==> src/rtl/sap_mem.sv <==
// -----------------------------------------------------------------------------
// sap_mem : SAP-3 program/data memory stage with boot loader
//
// Purpose
//   Byte-wide RAM addressed through a memory address register (MAR). The CPU
//   loads the MAR and writes RAM in RUN. In BOOT, a valid/ready byte stream
//   fills the RAM from address 0, and the CPU is held in reset.
//   The read port is combinational. The CPU bus mux samples mem_out in the
//   same cycle it enables it.
//
// Optional feature (macro SAP_MEM_WP_EN)
//   When defined, RUN-mode writes below WP_LIMIT are suppressed and flagged on
//   the sticky o_wp_fault. When undefined, all RUN writes proceed and
//   o_wp_fault stays 0.
//
// Ports
//   clk           system clock (shared with the CPU)
//   rst_n         asynchronous active-low reset
//   i_mar_we      load MAR from i_bus[ADDR_W-1:0]           (RUN only)
//   i_ram_we      write i_bus[7:0] to RAM[MAR]              (RUN only)
//   i_bus         16-bit CPU bus
//   o_mem_out     RAM[MAR], combinational
//   i_load_start  pulse: leave RUN and re-enter BOOT
//   i_load_valid  loader byte valid
//   i_load_data   loader byte
//   i_load_last   final byte of the image (qualified by i_load_valid)
//   o_load_ready  loader may transfer (BOOT)
//   o_cpu_hold    active-high reset request to the CPU (BOOT)
//   o_load_count  bytes accepted in the current/last load
//   o_wp_fault    sticky write-protect violation
// -----------------------------------------------------------------------------
module sap_mem #(
  parameter int         ADDR_W   = 8,
  parameter logic [7:0] WP_LIMIT = 8'h40
) (
  input  logic              clk,
  input  logic              rst_n,
  input  logic              i_mar_we,
  input  logic              i_ram_we,
  input  logic [15:0]       i_bus,
  output logic [7:0]        o_mem_out,
  input  logic              i_load_start,
  input  logic              i_load_valid,
  input  logic [7:0]        i_load_data,
  input  logic              i_load_last,
  output logic              o_load_ready,
  output logic              o_cpu_hold,
  output logic [ADDR_W:0]   o_load_count,
  output logic              o_wp_fault
);

  localparam int                DEPTH   = 1 << ADDR_W;
  localparam logic [ADDR_W-1:0] PTR_MAX = '1;
  localparam logic [ADDR_W-1:0] PTR_ONE = 1;
  localparam logic [ADDR_W:0]   CNT_ONE = 1;

  typedef enum logic {
    S_BOOT = 1'b0,
    S_RUN  = 1'b1
  } state_t;

  state_t            r_state;
  logic [ADDR_W-1:0] r_mar;
  logic [ADDR_W-1:0] r_load_ptr;
  logic [ADDR_W:0]   r_load_count;
  logic              r_wp_fault;
  logic [7:0]        r_ram [DEPTH];

  logic              w_boot;
  logic              w_xfer;
  logic              w_run_cmd;
  logic              w_below_limit;
  logic              w_wp_block;
  logic              w_run_wr;
  logic              w_ram_we;
  logic [ADDR_W-1:0] w_ram_addr;
  logic [7:0]        w_ram_din;

  assign w_boot = (r_state == S_BOOT);
  // A transfer needs only valid: ready is simply "in BOOT".
  assign w_xfer = w_boot & i_load_valid;
  // CPU commands act only in RUN, and a load_start pre-empts them.
  assign w_run_cmd = ~w_boot & ~i_load_start;
  assign w_below_limit = (16'(r_mar) < 16'(WP_LIMIT));

`ifdef SAP_MEM_WP_EN
  assign w_wp_block = i_ram_we & w_run_cmd & w_below_limit;
`else
  assign w_wp_block = 1'b0;
  logic w_unused_wp;
  assign w_unused_wp = w_below_limit;
`endif

  // Only bus[7:0] (data) and bus[ADDR_W-1:0] (address) matter. The rest of the bus is ignored.
  logic w_unused_bus;
  assign w_unused_bus = ^i_bus;

  assign w_run_wr = i_ram_we & w_run_cmd & ~w_wp_block;

  // Single RAM write port, shared by the loader (BOOT) and the CPU (RUN).
  always_comb begin
    w_ram_we   = w_xfer | w_run_wr;
    w_ram_addr = w_boot ? r_load_ptr : r_mar;
    w_ram_din  = w_boot ? i_load_data : i_bus[7:0];
  end

  // Reset does not clear the RAM contents, so this port has no reset.
  always_ff @(posedge clk) begin
    if (w_ram_we) begin
      r_ram[w_ram_addr] <= w_ram_din;
    end
  end

  // Zero-latency read. A write shows up once the MAR'd word has been updated.
  assign o_mem_out = r_ram[r_mar];

  always_ff @(posedge clk or negedge rst_n) begin
    if (!rst_n) begin
      r_state      <= S_BOOT;
      r_mar        <= '0;
      r_load_ptr   <= '0;
      r_load_count <= '0;
      r_wp_fault   <= 1'b0;
    end else begin
      case (r_state)
        S_BOOT: begin
          // MAR is parked at 0 so the CPU's first fetch after BOOT starts at 0.
          r_mar <= '0;
          if (i_load_valid) begin
            r_load_count <= {1'b0, r_load_ptr} + CNT_ONE;
            // Saturate the pointer. A transfer at the top address always exits BOOT.
            if (r_load_ptr != PTR_MAX) begin
              r_load_ptr <= r_load_ptr + PTR_ONE;
            end
            if (i_load_last || (r_load_ptr == PTR_MAX)) begin
              r_state <= S_RUN;
            end
          end
        end
        S_RUN: begin
          if (i_load_start) begin
            r_state      <= S_BOOT;
            r_mar        <= '0;
            r_load_ptr   <= '0;
            r_load_count <= '0;
            r_wp_fault   <= 1'b0;
          end else begin
            // A concurrent ram_we has already used the old MAR through w_ram_addr.
            if (i_mar_we) begin
              r_mar <= i_bus[ADDR_W-1:0];
            end
            if (w_wp_block) begin
              r_wp_fault <= 1'b1;
            end
          end
        end
        default: r_state <= S_BOOT;
      endcase
    end
  end

  // Decoded from the state register alone, so both outputs are glitch-free.
  assign o_load_ready = w_boot;
  assign o_cpu_hold   = w_boot;
  assign o_load_count = r_load_count;
  assign o_wp_fault   = r_wp_fault;

endmodule

==> config.mk <==
export PLATFORM = sky130hd
export DESIGN_NAME = sap_mem
export DESIGN_NICKNAME = d
export VERILOG_FILES = /design/src/rtl/sap_mem.sv
export SDC_FILE = /design/constraint.sdc
export NUM_CORES = 2
export LEC_CHECK = 0
export BUFFER_PORTS_ARGS = -buffer_cell sky130_fd_sc_hd__buf_4
export CAP_MARGIN = 40
export CORE_UTILIZATION = 44
export DETAILED_ROUTE_END_ITERATION = 7
export HOLD_SLACK_MARGIN = 0.1
export MAX_ROUTING_LAYER = met4
export SYNTH_ARGS = -nofsm -noshare
export SYNTH_HDL_FRONTEND = slang
export SYNTH_SLANG_ARGS = --single-unit
==> constraint.sdc <==
create_clock -name clk -period 8.7 [get_ports clk]
set_input_delay 1.305 -clock clk [delete_from_list [all_inputs] [get_ports clk]]
set_output_delay 1.305 -clock clk [all_outputs]
set_load 0.01 [all_outputs]
==> flow_summary.json <==
{
  "ir_drop_v": 0.0002337,
  "rows": 157,
  "setup_tns_ns": 0,
  "cts_hold_buf": 0,
  "ys_seq_area_frac": 0.7634,
  "ys_seq_elements": 2074,
  "htree_levels": 4,
  "final-seq-area_um2": 62170,
  "power_frac_seq": 0.540,
  "p_sw_frac": 0.2247,
  "maxCapViolCount": 0,
  "vias": 40729,
  "clockBufferDepth": 3,
  "drc": 0,
  "multi_input_area_um2": 17690,
  "rsz0062_at_grt": "false",
  "dp_hpwl_um": 130700,
  "cts_setup_buffers": 0,
  "start_kind": "register",
  "worst_slack_ns": 1.910,
  "finalHoldViolCount": 0,
  "final_common_cell": "edfxtp_1",
  "synth_warnings": 0,
  "powerDensity_nw_per_um2": 228.6,
  "yosysUniqueCellTypes": 72,
  "ys_async_sr_fraction": 0.01254,
  "pwr-share-clk": 0.404,
  "syn_area_per_cell_um2": 20.48,
  "gr-usage-met2": 0.3473,
  "clkTransAtPathRegs_ns": 0.06,
  "switching_power_mw": 4.681,
  "hold_path_class": "input port to asynchronous set/reset pin",
  "hold-worst-slack_ns": 0.3958,
  "crit_type": "register to output port",
  "required_ns": 7.39,
  "grt-ovfl-total": 0,
  "grt.busiest_layer": "met2",
  "min_period_ns": 6.790,
  "clockRootBuffer": "clkbuf_16",
  "crit_path_max_fanout": 69,
  "dieArea_um2": 186700,
  "p_leak_nw": 27.32,
  "first_iter_violations": 5114,
  "antenna_found_initial": 5,
  "core_um2": 183500,
  "pwr-share-comb": 0.056,
  "dp_worst_setup_slack_ns": 2.832,
  "syn_inst": 3975,
  "first_pass_iters": 6,
  "fp.dieH_um": 432.1,
  "maxSlewViolCount": 0,
  "area_delta_synth_final_pct": 11.96,
  "die_x_um": 432.1,
  "grt_max_degree": 185,
  "drive_gt1_frac": 0.2205,
  "start_util": 0.4437,
  "syn_nets": 4007,
  "cts_buffers": 200,
  "wl_per_cell_um": 31.20,
  "skew_ns": 0.05446,
  "endpoint_kind": "output port",
  "p_int_mw": 16.15,
  "grt_pass1_vias": 40014,
  "dominantRegCellSynth": "edfxtp_1",
  "outcome": "complete, no violations",
  "cts_sinks": 2074,
  "max_freq_ghz": 0.1473,
  "nets": 4170,
  "worstPathArrival_ns": 5.48,
  "fin_area_um2": 91150,
  "place_area_um2": 84780,
  "ant_nets": 0,
  "port-buffer-count": 41,
  "grtUsageMet1": 0.3273,
  "period_share": 0.7804,
  "ctsResizeCount": 0,
  "clk_latency_ns": 0.86,
  "ioPinCount": 51,
  "setup_viol": 0,
  "synthesis.area_um2": 81410,
  "grt_pass1_wl_um": 300100,
  "most-common-layout-cells": "edfxtp_1, mux4_2, nor2_1",
  "nFillCells": 14744,
  "slew_headroom": 0.3466,
  "synth-edff-count": 2048,
  "gp_congestion": 0.9179,
  "track_usage": 0.2332,
  "cts_tree": "done",
  "utilization": 0.4968,
  "postRouteWirelength_um": 211100,
  "worstMarginPinSlew_ns": 0.9719,
  "grt_use_met3": 0.04226,
  "vias_per_cell": 6.019
}
-- critical path, stage by stage, from the launching register on --
cell and delay (ns):
dfrtp_4 0.90, buf_12 0.46, buf_4 0.45, mux2i_1 0.14
o221ai_1 0.28, a22oi_1 0.15, o31ai_1 0.81, o32ai_1 0.21
nor3_1 0.78, buf_4 0.26
-- synth_stat cells (all sizes together), types with 8 or more instances --
| cell | count | area (um^2) |
|---|---|---|
| nor2 | 309 | 1165 |
| o221ai | 34 | 316.6 |
| o21ai | 47 | 235.2 |
| clkbuf | 94 | 400.4 |
| dfrtp | 26 | 650.6 |
| buf | 154 | 1323 |
| edfxtp | 2048 | 61500 |
| nor2b | 15 | 93.84 |
| a211oi | 20 | 150.1 |
| o22ai | 32 | 200.2 |
| a221oi | 15 | 156.4 |
| o31ai | 10 | 75.07 |
| a22o | 15 | 131.4 |
| o32ai | 9 | 97.60 |
| mux2 | 16 | 180.2 |
| mux2i | 174 | 1742 |
| and2 | 8 | 50.05 |
| nand2b | 15 | 93.84 |
| a21oi | 74 | 370.4 |
| a22oi | 139 | 1044 |
| mux4 | 436 | 9894 |
| o211ai | 10 | 75.07 |
| nor3 | 19 | 95.09 |
| nand3 | 36 | 180.2 |
| nand2 | 127 | 476.7 |
| or2 | 8 | 50.05 |
-- through the flow --
| step | std cells | power [mW] |
|---|---|---|
| 3_5_place_dp | 6391 | 12.62 |
| 4_1_cts | 6754 | 20.94 |
| 2_1_floorplan | 3975 | 12.06 |
| 5_1_grt | 6765 | 21.36 |
| 3_3_place_gp | 6317 | 12.57 |
| 6_report | 6767 | 20.83 |
-- state kept, by name, summed over array words and instances (netlist names) --
signal,flops
o_load_count,9
r_load_ptr,8
r_mar,8
r_ram,2048
r_state,1
-- per-layer routing --
layer | up-vias | routed length, um
met4 | 0 | 6734
met1 | 21770 | 87680
met2 | 1803 | 98920
li1 | 16810 | -
met5 | - | 0
met3 | 346 | 17790
-- cells by family after synthesis --
kind of cell | Yosys count | share of synthesized area
flops | 2074 | 0.7634
mux | 626 | 0.1451
simple gates | 560 | 0.02912
compound gates | 456 | 0.04036
buf+inv | 254 | 0.02144
xor+xnor | 3 | 0.0003228
fa+ha+maj | 1 | 0.0001537
other cells | 1 | 0.00004606
-- path summary, 6_finish.rpt --
path                            startpoint               to  slack, ns  cells past startpoint
max in group asynchronous            rst_n         r_mar[4]       7.91                      1
min reg2reg                o_load_count[7]  o_load_count[7]       0.51                      2
min in group clk           o_load_count[7]  o_load_count[7]       0.51                      2
max                               r_mar[0]     o_mem_out[6]       1.91                      9
max reg2reg                       r_mar[2]    r_ram[124][4]       3.60                      8
min                                  rst_n  o_load_count[7]       0.40                      1
-- power groups by stage --
| stage | clock [mW] | sequential [mW] | combinational [mW] |
|---|---|---|---|
| after detailed placement | 0 | 11.5 | 1.16 |
| after global placement | 0 | 11.5 | 1.11 |
| after global routing | 8.90 | 11.2 | 1.21 |
| after floorplan | 0 | 11.5 | 0.601 |
| final | 8.42 | 11.3 | 1.16 |
| after CTS | 8.53 | 11.2 | 1.16 |
-- cell type report --
cell class | instances | share of cell area
flip-flops and latches | 2074 | 0.6820
clock inverters | 110 | 0.01131
diodes | 4 | 0.0001098
inverters | 6 | 0.0002471
repair buffers | 209 | 0.02071
multi-input cells | 1647 | 0.1940
clock buffers | 253 | 0.05775
well taps | 2464 | 0.03382
Note: power is estimated with default switching activity, not from simulation.
